`src/rtl/fetch_decode_ctrl.sv`:
```
// fetch_decode_ctrl: instruction fetch / decode / dispatch sequencer.
// Fetches a 16-bit word at pc, splits it into opcode and two 6-bit fields,
// and hands legal executor opcodes to one of four executors via a one-hot
// start line that is held until the executor reports completion.
// Optional build macro: FETCH_TIMEOUT_EN adds an 8-bit EXEC watchdog and the
// sticky err_timeout output.
//
// state    | meaning
// ---------+-------------------------------------------------------------
// IDLE     | between instructions; run sampled here
// FETCH    | mem_rd asserted, mem_addr = pc
// WAIT     | instruction word on mem_data, captured into IR at cycle end
// DECODE   | donefetch pulse; branch on opcode
// DISPATCH | exec_start driven, executor being launched
// EXEC     | exec_start held until exec_done
// HALT     | terminal until rst
module fetch_decode_ctrl (
    input  logic        clk,
    input  logic        rst,
    input  logic        run,
    output logic [7:0]  pc,
    output logic        mem_rd,
    output logic [7:0]  mem_addr,
    input  logic [15:0] mem_data,
    output logic        donefetch,
    output logic [5:0]  parameter1,
    output logic [5:0]  parameter2,
    output logic [3:0]  exec_start,
    input  logic        exec_done,
    output logic        halted,
    output logic        illegal
`ifdef FETCH_TIMEOUT_EN
    ,
    output logic        err_timeout
`endif
);

    typedef enum logic [2:0] {
        S_IDLE,
        S_FETCH,
        S_WAIT,
        S_DECODE,
        S_DISPATCH,
        S_EXEC,
        S_HALT
    } state_t;

    state_t      state;
    state_t      state_nxt;
    logic [15:0] ir;
    logic        ir_load;
    logic        pc_inc;
    logic        set_illegal;
    logic [3:0]  opcode;

`ifdef FETCH_TIMEOUT_EN
    logic [7:0]  wdog;
    logic        timeout_hit;
`endif

    assign opcode     = ir[15:12];
    assign parameter1 = ir[11:6];
    assign parameter2 = ir[5:0];
    assign mem_addr   = pc;

    // Next-state decode and per-state control strobes.
    always_comb begin
        state_nxt   = state;
        ir_load     = 1'b0;
        pc_inc      = 1'b0;
        set_illegal = 1'b0;
`ifdef FETCH_TIMEOUT_EN
        timeout_hit = 1'b0;
`endif
        case (state)
            S_IDLE:     if (run) state_nxt = S_FETCH;
            S_FETCH:    state_nxt = S_WAIT;
            S_WAIT: begin
                ir_load   = 1'b1;
                state_nxt = S_DECODE;
            end
            S_DECODE: begin
                case (opcode)
                    4'h0, 4'h1, 4'h2, 4'h3: state_nxt = S_DISPATCH;
                    4'hF:                   state_nxt = S_HALT;
                    default: begin
                        set_illegal = 1'b1;
                        pc_inc      = 1'b1;
                        state_nxt   = S_IDLE;
                    end
                endcase
            end
            S_DISPATCH: state_nxt = S_EXEC;
            S_EXEC: begin
                // exec_done wins over a watchdog expiry in the same cycle.
                if (exec_done) begin
                    pc_inc    = 1'b1;
                    state_nxt = S_IDLE;
                end
`ifdef FETCH_TIMEOUT_EN
                else if (wdog == 8'hFF) begin
                    timeout_hit = 1'b1;
                    state_nxt   = S_HALT;
                end
`endif
            end
            S_HALT:     state_nxt = S_HALT;
            default:    state_nxt = S_IDLE;
        endcase
    end

    // Moore outputs; only opcodes 0..3 reach DISPATCH/EXEC so IR[13:12] selects the executor.
    always_comb begin
        mem_rd     = (state == S_FETCH);
        donefetch  = (state == S_DECODE);
        halted     = (state == S_HALT);
        exec_start = 4'b0000;
        if (state == S_DISPATCH || state == S_EXEC)
            exec_start = 4'b0001 << ir[13:12];
    end

    // State, IR, pc and sticky flag registers.
    always_ff @(posedge clk) begin
        if (rst) begin
            state   <= S_IDLE;
            ir      <= 16'h0000;
            pc      <= 8'h00;
            illegal <= 1'b0;
        end else begin
            state <= state_nxt;
            if (ir_load)     ir      <= mem_data;
            if (pc_inc)      pc      <= pc + 8'd1;
            if (set_illegal) illegal <= 1'b1;
        end
    end

`ifdef FETCH_TIMEOUT_EN
    // Watchdog: cleared while launching, counts every EXEC cycle.
    always_ff @(posedge clk) begin
        if (rst) begin
            wdog        <= 8'h00;
            err_timeout <= 1'b0;
        end else begin
            if (state == S_DISPATCH)  wdog <= 8'h00;
            else if (state == S_EXEC) wdog <= wdog + 8'd1;
            if (timeout_hit)          err_timeout <= 1'b1;
        end
    end
`endif

endmodule

```
`config.mk`:
```
export PLATFORM = sky130hd
export DESIGN_NAME = fetch_decode_ctrl
export DESIGN_NICKNAME = d
export VERILOG_FILES = /design/src/rtl/fetch_decode_ctrl.sv
export SDC_FILE = /design/constraint.sdc
export NUM_CORES = 1
export LEC_CHECK = 0
export CAP_MARGIN = 25
export CORE_ASPECT_RATIO = 0.5
export CORE_MARGIN = 4
export CORE_UTILIZATION = 51
export DETAILED_ROUTE_END_ITERATION = 8
export DONT_BUFFER_PORTS = 1
export PLACE_DENSITY = 0.69
export SLEW_MARGIN = 0
export SYNTH_ARGS = -nofsm -noshare
export SYNTH_HDL_FRONTEND = slang
export SYNTH_SLANG_ARGS = --single-unit
```
`constraint.sdc`:
```
create_clock -name clk -period 4.3 [get_ports clk]
set_input_delay 0.86 -clock clk [delete_from_list [all_inputs] [get_ports clk]]
set_output_delay 0.86 -clock clk [all_outputs]
set_load 0.01 [all_outputs]
```
==> Yosys cells after proc, flatten, opt, wreduce, memory -nomap -nowiden <==
Cells that the tools add are included.
Widths: inputs -> output; s select.
{ "classes": {"shift": 1, "eq_ne": 12, "div_mod_pow": 0, "bitwise_logic": 0, "addsub": 1, "reduce_logical": 6, "mux": 10, "n_mul": 0, "order_cmp": 0} }
{ "op_table": {"columns": ["op", "n"], "rows": [
  ["$pmux 3 s7", 1],
  ["$eq 3x3->1 const B", 3],
  ["$add 8x1->8 const B", 1],
  ["$eq 4x2->1 const B", 2],
  ["$eq 3x2->1 const B", 2],
  ["$mux 3", 2],
  ["$pmux 3 s2", 1],
  ["$reduce_or 5->1", 1],
  ["$eq 4x1->1 const B", 1],
  ["$eq 4x4->1 const B", 1],
  ["$logic_not 4->1", 1],
  ["$mux 1", 4],
  ["$mux 4", 1],
  ["$ne 2x2->1 const B", 2],
  ["$reduce_or 4->1", 1],
  ["$shl 1x2->4 const A", 1],
  ["$eq 3x1->1 const B", 1],
  ["$logic_not 3->1", 1],
  ["$pmux 1 s2", 1],
  ["$reduce_and 2->1", 1],
  ["$logic_or 1x1->1", 1]
]} }
{ "word_totals": {"n_memories": 0, "latch_bits": 0, "input_bits": 20, "ff_bits": 28, "word_cells": 34, "out_inout_bits": 36, "ramBits": 0, "mem_bits_ro": 0} }

==> Longest topological paths before layout <==
{ "depth": {"ltp_word": 4, "ltp_mapped": 7, "mapped_depth_nobuf": 4} }

==> Worst setup path before layout <==
Ideal clock, no wire load.
{ "synth_timing": {"path_type": "register -> output", "from": "reg state[1]", "to": "out exec_start[2]", "t_required_ns": 3.440, "arrival_ns": 1.092, "path_stages_with_launch": 4, "path_slack_ns": 2.348, "cell_sequence": "dfxtp_1 -> clkbuf_1 -> or2b_1 -> nor3b_1"} }
{ "synth_between": {"elab_chain_cells": 3} }
{ "synth_rtl": {"columns": ["element", "line_no", "rtl"], "rows": [
  ["from (decl)", "48", "state_t state;"],
  ["from (signal assigned)", "130", "state <= state_nxt;"],
  ["$eq 3x3->1", "118", "if (state == S_DISPATCH || state == S_EXEC)"],
  ["$logic_or 1x1->1 (*)", "118", null],
  ["$mux 4 (*)", "118", null],
  ["to (decl)", "28", "output logic [3:0] exec_start,"]
]} }
Every way passes the cells marked *; elsewhere a longest branch is shown, timed or not.

==> Worst setup path in the final report <==
{ "layout_timing": {"from": "reg state[0]", "to": "out mem_rd"} }
{ "layout_between": {"elab_chain_cells": 1} }
{ "layout_rtl": {"columns": ["element", "line_no", "rtl"], "rows": [
  ["$eq 3x1->1", "114", "mem_rd = (state == S_FETCH);"],
  ["to (decl)", "22", "output logic mem_rd,"]
]} }
Every way passes these cells.

==> results.py <==
metrics = {
    "synthesis": {
        "synth_flop_cell": "dfxtp_1",
        "synth.distinct_cells": 30,
        "synth_edf_count": 0,
        "yosys_warnings": 0,
        "synth_top_cell_by_area": "dfxtp_1",
        "synthTopCellsByArea": "dfxtp_1, buf_4, nand2_1",
        "synthArstFlopShare_pct": 0,
        "synth_seq_cells": 28,
        "synthCells": 168,
        "ys_seq_area_share_pct": 41.95,
        "syn_area_mm2": 0.001336,
        "synth.avg_cell_area_um2": 7.954,
        "synth_nets": 189,
        "synth_top_area_share_pct": 41.95,
    },
    "sta": {
        "rsz0062_at_grt": "no",
        "setup_viol": 0,
        "fin_ws_ns": 2.014,
        "post-route-period-util_pct": 53.17,
        "maxSlewViolCount": 0,
        "finalCriticalPeriod_ns": 2.286,
        "clock_skew_ns": 0.002968,
        "finalSetupTns_ns": 0,
        "hold_ws_ns": 0.4733,
        "timing.fmax_mhz": 437.4,
        "worst_slew_pin_slew_ns": 0.5979,
        "slew_headroom_pct": 60.14,
        "finalHoldViolCount": 0,
    },
    "place": {
        "postPlaceCellArea_mm2": 0.001189,
        "dp_hpwl_mm": 1.800,
        "preCtsSetupSlack_ns": 2.316,
        "place.gp.congestion": 0.8015,
        "io_buffers": 0,
    },
    "global_route": {
        "antenna_found_initial": 0,
        "grt_max_degree": 30,
        "grt_overflow": 0,
        "grt_use_total_pct": 15.18,
        "grt_pass1_vias": 900,
        "grt_pass1_wl_mm": 4.222,
    },
    "clock_network": {
        "numCtsBuffers": 3,
        "cts_max_level": 1,
        "cts.sinks": 28,
        "cts.clk_slew.worst_paths_ns": 0.09,
        "cts_buffer_depth": 2,
        "cts_hold_buffers": 0,
        "ctsRootBufferMaster": "clkbuf_8",
        "cts_tree": "built",
        "cts_setup_buffers": 0,
        "clock_latency_ns": 0.27,
        "cts-resized-gates": 0,
    },
    "detailed_routing": {
        "vias": 999,
        "post-route-drc-count": 0,
        "wl_per_cell_um": 14.40,
        "viasPerCell": 5.612,
        "first_pass_iters": 3,
        "initialDrtViolationCount": 29,
        "wl_mm": 2.564,
        "ant_nets": 0,
    },
    "outcome": {
        "status": "finished, final reports clean",
    },
    "worst_hold_path": {
        "hp-class": "reg2reg",
    },
    "floorplan": {
        "start_util_pct": 56.69,
        "die_x_um": 80.39,
        "fp.dieH_um": 44.20,
        "io_pins": 56,
        "dieArea_mm2": 0.003553,
        "rows": 12,
        "core-area_mm2": 0.002357,
    },
    "cells_and_area": {
        "nFillCells": 236,
        "final_common_cell": "nand2_1",
        "final_cell_mix": "nand2_1, dfxtp_1, a21oi_1, o21ai_0",
        "design_area_mm2": 0.001244,
        "antennaDiodeCount": 0,
        "finalNetCount": 165,
        "synthToLayoutAreaGrowth_pct": -6.929,
        "drive_gt1_share_pct": 4.895,
    },
    "setup_path": {
        "critPathKind": "reg2out",
        "crit_path_start_kind": "flop",
        "timing.rr.start": "state[1]",
        "r2r_slack_ns": 2.57,
        "rr_worst_depth": 3,
        "crit_path_max_fanout": 10,
        "end_kind": "output pin",
        "rr_endpoint": "mem_addr[7]",
        "cp.required_ns": 3.44,
        "crit_path_end": "mem_rd",
        "critical_path_arrival_ns": 1.43,
        "critPathLaunch": "state[0]",
    },
    "run": {
        "max-cap-violations": 0,
    },
    "pwr": {
        "power.leakage_nw": 0.4019,
        "powerDensity_mw_per_mm2": 388.0,
        "max-vdd-ir-drop_uv": 147.3,
    },
}
-- cells in the mapped netlist (all sizes together), types with 2 or more instances --
cell type and instances:
nand2 39, dfxtp 28, a21oi 26, buf 24, o21ai 6, clkbuf 5
nand4 5, or3 4, and3 3, nor2 3, o31ai 3, or4 3
inv 2, nor3 2, nor3b 2
-- state kept, by name (all words and copies together) (netlist names) --
register  count
illegal       1
ir           16
mem_addr      8
state         3
-- routing by layer --
| metal | track usage (%) | vias up | part of all wire, % |
|---|---|---|---|
| met5 | 0 | - | 0 |
| met2 | 24.34 | 32 | 44 |
| met1 | 18.82 | 459 | 46 |
| met3 | 7.724 | 2 | 9.3 |
| met4 | 2.357 | 0 | 0.27 |
| li1 | - | 506 | - |
-- cell type report --
type	count	area (um^2)	area share (%)
sequential	28	560.5	45.07
tap	35	43.79	3.521
inverter	3	11.26	0.9054
multi-input combinational	108	573.1	46.08
clock buffer	4	55.05	4.427
-- metrics by stage --
step / std cells / total power, W / util (%)
finish: 178 / 0.0004825 / 52.76
global route: 178 / 0.0005131 / 52.76
CTS: 178 / 0.0004905 / 52.76
detailed placement: 174 / 0.0003273 / 50.42
global placement: 174 / 0.0003258 / 50.42
floorplan: 168 / 0.0003330 / -
-- worst max-delay path, stage by stage (launching register included) --
cell      delay (ns)
dfxtp_1         0.49
clkinv_1        0.28
nor3_1          0.39
-- power breakdown --
group          internal, W  total [W]  switching (W)
Clock            0.0000820   0.000162      0.0000798
Sequential        0.000270   0.000286      0.0000155
Combinational    0.0000121  0.0000349      0.0000227
-- worst min-delay path by stage --
stage / from / endpoint / slack [ns] / depth (start not counted)
floorplan: ir[0] / ir[0] / 0.44 / 2
global placement: ir[14] / ir[14] / 0.46 / 2
detailed placement: ir[15] / ir[15] / 0.47 / 2
CTS: ir[15] / ir[15] / 0.48 / 2
global route: ir[15] / ir[15] / 0.50 / 2
finish: ir[15] / ir[15] / 0.47 / 2
-- kinds of logic (layout without fill, tap and decap cells) --
logic type | Yosys count | in the layout | synth area share [%]
AOI/OAI and AO/OA | 40 | 40 | 17.32
DFF | 28 | 28 | 41.95
adders and majority gates | 1 | 1 | 0.9362
and+or+nand+nor | 67 | 67 | 24.63
buffers and inverters | 32 | 7 | 15.17
(Power assumes the default switching activity.)
